## src/rtl/if_id_buffer.sv

```systemverilog
// -----------------------------------------------------------------------------
// if_id_buffer
//
// Fetch-to-decode pipeline buffer. It captures each fetched instruction with
// its address and PC+4, and hands them to decode over a valid/ready
// handshake. Entries leave in the order they were accepted and are never
// modified. A synchronous flush drops everything held, for example when a
// taken branch redirects fetch.
//
// Build option:
//   IF_ID_SKID_EN  defined     : main register plus one skid register. Up to
//                                two entries are held, and in_ready is a
//                                register, so there is no combinational path
//                                from out_ready to in_ready.
//                  not defined : main register only.
//                                in_ready = out_ready || !out_valid
//                                (combinational).
//
// Parameters:
//   XLEN      width of the pc, pc4 and instruction fields
//   NOP_INST  instruction presented on out_inst while nothing is valid
//
// Ports:
//   clk        clock; all state changes on the rising edge
//   reset      asynchronous, active-low reset
//   flush      synchronous discard of every held entry
//   in_valid   fetch presents an instruction
//   in_ready   buffer can take an entry this cycle
//   in_pc      instruction address from fetch
//   in_pc4     PC+4 from fetch
//   in_inst    instruction word from instruction memory
//   out_valid  an entry is presented to decode
//   out_ready  decode consumes the presented entry this cycle
//   out_pc     presented pc       (0 when out_valid = 0)
//   out_pc4    presented pc+4     (0 when out_valid = 0)
//   out_inst   presented inst     (NOP_INST when out_valid = 0)
// -----------------------------------------------------------------------------
module if_id_buffer #(
    parameter int              XLEN     = 32,
    parameter logic [XLEN-1:0] NOP_INST = 32'h00000013
) (
    input  logic            clk,
    input  logic            reset,
    input  logic            flush,
    input  logic            in_valid,
    output logic            in_ready,
    input  logic [XLEN-1:0] in_pc,
    input  logic [XLEN-1:0] in_pc4,
    input  logic [XLEN-1:0] in_inst,
    output logic            out_valid,
    input  logic            out_ready,
    output logic [XLEN-1:0] out_pc,
    output logic [XLEN-1:0] out_pc4,
    output logic [XLEN-1:0] out_inst
);

    typedef enum logic [1:0] {
        ST_EMPTY = 2'd0,
        ST_ONE   = 2'd1,
        ST_FULL  = 2'd2
    } state_t;

    state_t          state_reg;
    logic [XLEN-1:0] main_pc_reg;
    logic [XLEN-1:0] main_pc4_reg;
    logic [XLEN-1:0] main_inst_reg;
    logic            accept;
    logic            dequeue;

    assign out_valid = (state_reg != ST_EMPTY);
    assign accept    = in_valid && in_ready;
    assign dequeue   = out_valid && out_ready;

`ifdef IF_ID_SKID_EN
    logic            in_ready_reg;
    logic [XLEN-1:0] skid_pc_reg;
    logic [XLEN-1:0] skid_pc4_reg;
    logic [XLEN-1:0] skid_inst_reg;

    assign in_ready = in_ready_reg;
`else
    // Without a skid slot the buffer can take a new entry only when the
    // current one leaves in the same cycle or nothing is held.
    assign in_ready = out_ready || !out_valid;
`endif

    // Outputs are gated by out_valid. Stale register contents therefore never
    // reach decode, and an asynchronous reset forces the idle values at once,
    // without waiting for a clock edge.
    assign out_pc   = out_valid ? main_pc_reg   : '0;
    assign out_pc4  = out_valid ? main_pc4_reg  : '0;
    assign out_inst = out_valid ? main_inst_reg : NOP_INST;

    always_ff @(posedge clk or negedge reset) begin
        if (!reset) begin
            state_reg     <= ST_EMPTY;
            main_pc_reg   <= '0;
            main_pc4_reg  <= '0;
            main_inst_reg <= NOP_INST;
`ifdef IF_ID_SKID_EN
            in_ready_reg  <= 1'b1;
            skid_pc_reg   <= '0;
            skid_pc4_reg  <= '0;
            skid_inst_reg <= '0;
`endif
        end else if (flush) begin
            // A flush wins over everything. An accept in this cycle is
            // dropped. A dequeue in this cycle was already taken by decode,
            // so nothing more needs to be done for it.
            state_reg <= ST_EMPTY;
`ifdef IF_ID_SKID_EN
            in_ready_reg <= 1'b1;
`endif
        end else begin
            case (state_reg)
                ST_EMPTY: begin
                    if (accept) begin
                        main_pc_reg   <= in_pc;
                        main_pc4_reg  <= in_pc4;
                        main_inst_reg <= in_inst;
                        state_reg     <= ST_ONE;
                    end
                end
                ST_ONE: begin
                    if (accept && dequeue) begin
                        // The old entry leaves as the new one arrives.
                        main_pc_reg   <= in_pc;
                        main_pc4_reg  <= in_pc4;
                        main_inst_reg <= in_inst;
`ifdef IF_ID_SKID_EN
                    end else if (accept) begin
                        // Decode is stalled, so the new entry goes to the skid
                        // slot. The buffer is now full, so ready is dropped
                        // for the next cycle.
                        skid_pc_reg   <= in_pc;
                        skid_pc4_reg  <= in_pc4;
                        skid_inst_reg <= in_inst;
                        state_reg     <= ST_FULL;
                        in_ready_reg  <= 1'b0;
`endif
                    end else if (dequeue) begin
                        state_reg <= ST_EMPTY;
                    end
                end
`ifdef IF_ID_SKID_EN
                ST_FULL: begin
                    // in_ready is 0 here, so the only event is a dequeue.
                    if (dequeue) begin
                        main_pc_reg   <= skid_pc_reg;
                        main_pc4_reg  <= skid_pc4_reg;
                        main_inst_reg <= skid_inst_reg;
                        state_reg     <= ST_ONE;
                        in_ready_reg  <= 1'b1;
                    end
                end
`endif
                default: begin
                    state_reg <= ST_EMPTY;
                end
            endcase
        end
    end

endmodule

```

## config.mk

```make
export PLATFORM = sky130hd
export DESIGN_NAME = if_id_buffer
export DESIGN_NICKNAME = d
export VERILOG_FILES = /design/src/rtl/if_id_buffer.sv
export SDC_FILE = /design/constraint.sdc
export NUM_CORES = 1
export LEC_CHECK = 0
export CORE_UTILIZATION = 45
export DETAILED_ROUTE_END_ITERATION = 12
export PLACE_DENSITY = 0.87
export SYNTH_ARGS = -nofsm -noshare
export SYNTH_HDL_FRONTEND = slang
export SYNTH_SLANG_ARGS = --single-unit
```

## constraint.sdc

```tcl
create_clock -name clk -period 2.5 [get_ports clk]
set_input_delay 0.375 -clock clk [delete_from_list [all_inputs] [get_ports clk]]
set_output_delay 0.375 -clock clk [all_outputs]
set_load 0.01 [all_outputs]
```

==> impl_metrics.json <==
{
  "core_area_sq_mm": 0.009196,
  "dieArea_sq_mm": 0.009877,
  "cts_setup_buffers": 0,
  "numCtsBuffers": 9,
  "clk_pin_slew_ns": 0.09,
  "nets": 611,
  "insertion_delay_ns": 0.34,
  "drive_gt1_frac": 0.1615,
  "clock_skew_ns": 0.006789,
  "p_leak_nw": 2.673,
  "io_buffer_count": 198,
  "cts_sinks": 97,
  "synthArstFlopShare": 1.000,
  "grt_pass1_wl_um": 15600,
  "hp-class": "input pin to asynchronous set/reset pin",
  "syn_area_per_cell_sq_um": 13.59,
  "hold_viol": 0,
  "grt_max_degree": 49,
  "setup_tns_ns": 0,
  "drtIter0Drc": 63,
  "die_w_um": 99.39,
  "fmax_ghz": 0.4303,
  "crit_start": "state_reg[0]$_DFFE_PN0P_",
  "synthFlopType": "dfrtp_1",
  "powerDensity_mw_per_mm2": 589.7,
  "antennaDiodeCount": 0,
  "routed_via_density": 4.819,
  "yosysMostFrequentCell": "dfrtp_1",
  "fin_crit_sh": 0.9295,
  "dp_hpwl_um": 7083,
  "synth_top_area_share": 0.5512,
  "synth_edf_count": 0,
  "antenna_left": 0,
  "synth.yosys.warnings": 0,
  "fillers": 629,
  "slew_headroom": 0.7452,
  "setup_viol": 0,
  "maxCapViolations": 0,
  "pre_cts_ws_ns": 0.2705,
  "areaGrowthSynthToFinish_pct": 54.06,
  "path_class": "flip-flop to output pin",
  "ir_worst_vdd_v": 0.0002778,
  "rows": 35,
  "arrival_ns": 1.95,
  "crit_chain": "buf_4 > and2_1 > clkdlybuf4s50_1",
  "cp_top_family": "buffers and inverters",
  "max_stage_delay_ns": 0.59,
  "root_buffer": "clkbuf_8",
  "htreeDepth": 3,
  "antenna_found_initial": 0,
  "worstPathMaxFanout": 31,
  "seq_area_frac_synth": 0.5696,
  "clock_path_buffers": 2,
  "finalCriticalPeriod_ns": 2.324,
  "postSynthCellCount": 314,
  "track_usage": 0.2034,
  "place.gp.congestion": 0.7694,
  "r2r_start": "state_reg[0]$_DFFE_PN0P_",
  "status": "finished, final reports clean",
  "tightest_slew_ns": 0.3818,
  "crit_path_top_delay_cell": "dfrtp_4",
  "startpoint_type": "flip-flop",
  "regArea_sq_mm": 0.002435,
  "routedWlPerCell_um": 15.37,
  "critPathCaptureType": "output pin",
  "multiInputGateArea_sq_mm": 0.001718,
  "drc": 0,
  "drtPass1Iterations": 4,
  "synth_commonest_cells": "dfrtp_1 (94), and2_1 (93), mux2_2 (56), mux2_1 (40), clkbuf_1 (10)",
  "synth_cell_types": 14,
  "synth_area_leader_cell": "dfrtp_1",
  "die_height_um": 99.39,
  "vias": 3012,
  "synthTopCellsByArea": "dfrtp_1 (55%), mux2_2 (15%), and2_1 (14%)",
  "hold_ws_ns": 0.4829,
  "finalMaxSlewViolations": 0,
  "io_pins": 199,
  "synth_seq_cells": 97,
  "overflow": 0,
  "synth_area_sq_mm": 0.004268,
  "critPathRequiredTime_ns": 2.12,
  "rsz0062_at_grt": "no",
  "fin_ws_ns": 0.1762,
  "syn-num-nets": 415,
  "crit_buf_inv": 2,
  "finalWirelength_um": 9606,
  "initial_core_util": 0.4641,
  "cts_tree": "built",
  "grt_pass1_vias": 3188
}
[worst paths after layout]
check,slack (ns),depth (start not counted),endpoint
worst max register to register,0.48,4,main_inst_reg[29]$_DFFE_PN0P_
worst min register to register,0.48,1,main_pc4_reg[27]$_DFFE_PN0P_
worst max-delay path,0.18,3,out_pc4[12]
min in group clk,0.48,1,main_pc4_reg[27]$_DFFE_PN0P_
worst min-delay path,0.48,2,main_pc_reg[27]$_DFFE_PN0P_
max in group asynchronous,1.34,3,main_inst_reg[4]$_DFFE_PN1P_
[layout by cell type, fill, tap and decap left out, types with 2 or more instances in the layout]
cell	instances
and2_1	93
buf_12	4
buf_4	3
clkbuf_8	10
clkdlybuf4s50_1	197
clkinvlp_4	2
dfrtp_1	93
dfstp_2	3
mux2_1	40
mux2_2	56
nand2b_1	3
nor2_1	2
[cell families (layout without fill, tap and decap cells)]
kind of cell  after synthesis  after routing  synth area share
mux                        96             96            0.2533
buf+inv                    21            221           0.02785
flops                      97             97            0.5696
simple gates              100            100            0.1492
[worst reg2reg max path, cell delays in order (launching register included)]
cell,delay [ns]
dfrtp_4,0.61
and2b_4,0.23
nor3b_4,0.36
buf_12,0.31
mux2_2,0.41
[report_power, final]
part	internal, W	switching, W	total [W]
registers	0.00184	0.000121	0.00196
clock network	0.000487	0.000507	0.000994
logic	0.000609	0.000314	0.000924
[final cells by class]
cell class | instances | area share
well taps | 111 | 0.02112
clock buffers | 11 | 0.02150
multi-input cells | 196 | 0.2613
inverters | 1 | 0.0005709
flip-flops and latches | 97 | 0.3703
repair buffers | 205 | 0.3170
clock inverters | 4 | 0.008183
[per-stage QoR]
stage	total power [W]	utilization	cells	cell area (sq um)
6_report	0.003878	0.7150	625	6575
5_1_grt	0.004090	0.7150	625	6575
3_3_place_gp	0.002885	0.6924	609	6367
2_1_floorplan	0.002388	-	314	4268
3_5_place_dp	0.002925	0.6924	609	6367
4_1_cts	0.003929	0.7147	625	6573
[layer usage]
metal,track usage,share of wire
met5,0,0
met4,0.06674,0.016
met1,0.2555,0.42
met3,0.05622,0.072
met2,0.3413,0.49
[repair_timing]
item / in CTS / in global routing
hold buffers: 1 / 0
gates resized for setup: 0 / 1
setup endpoints to repair: 0 / 28
hold endpoints to repair: 27 / 0
Power figures use the tool's default switching activity.
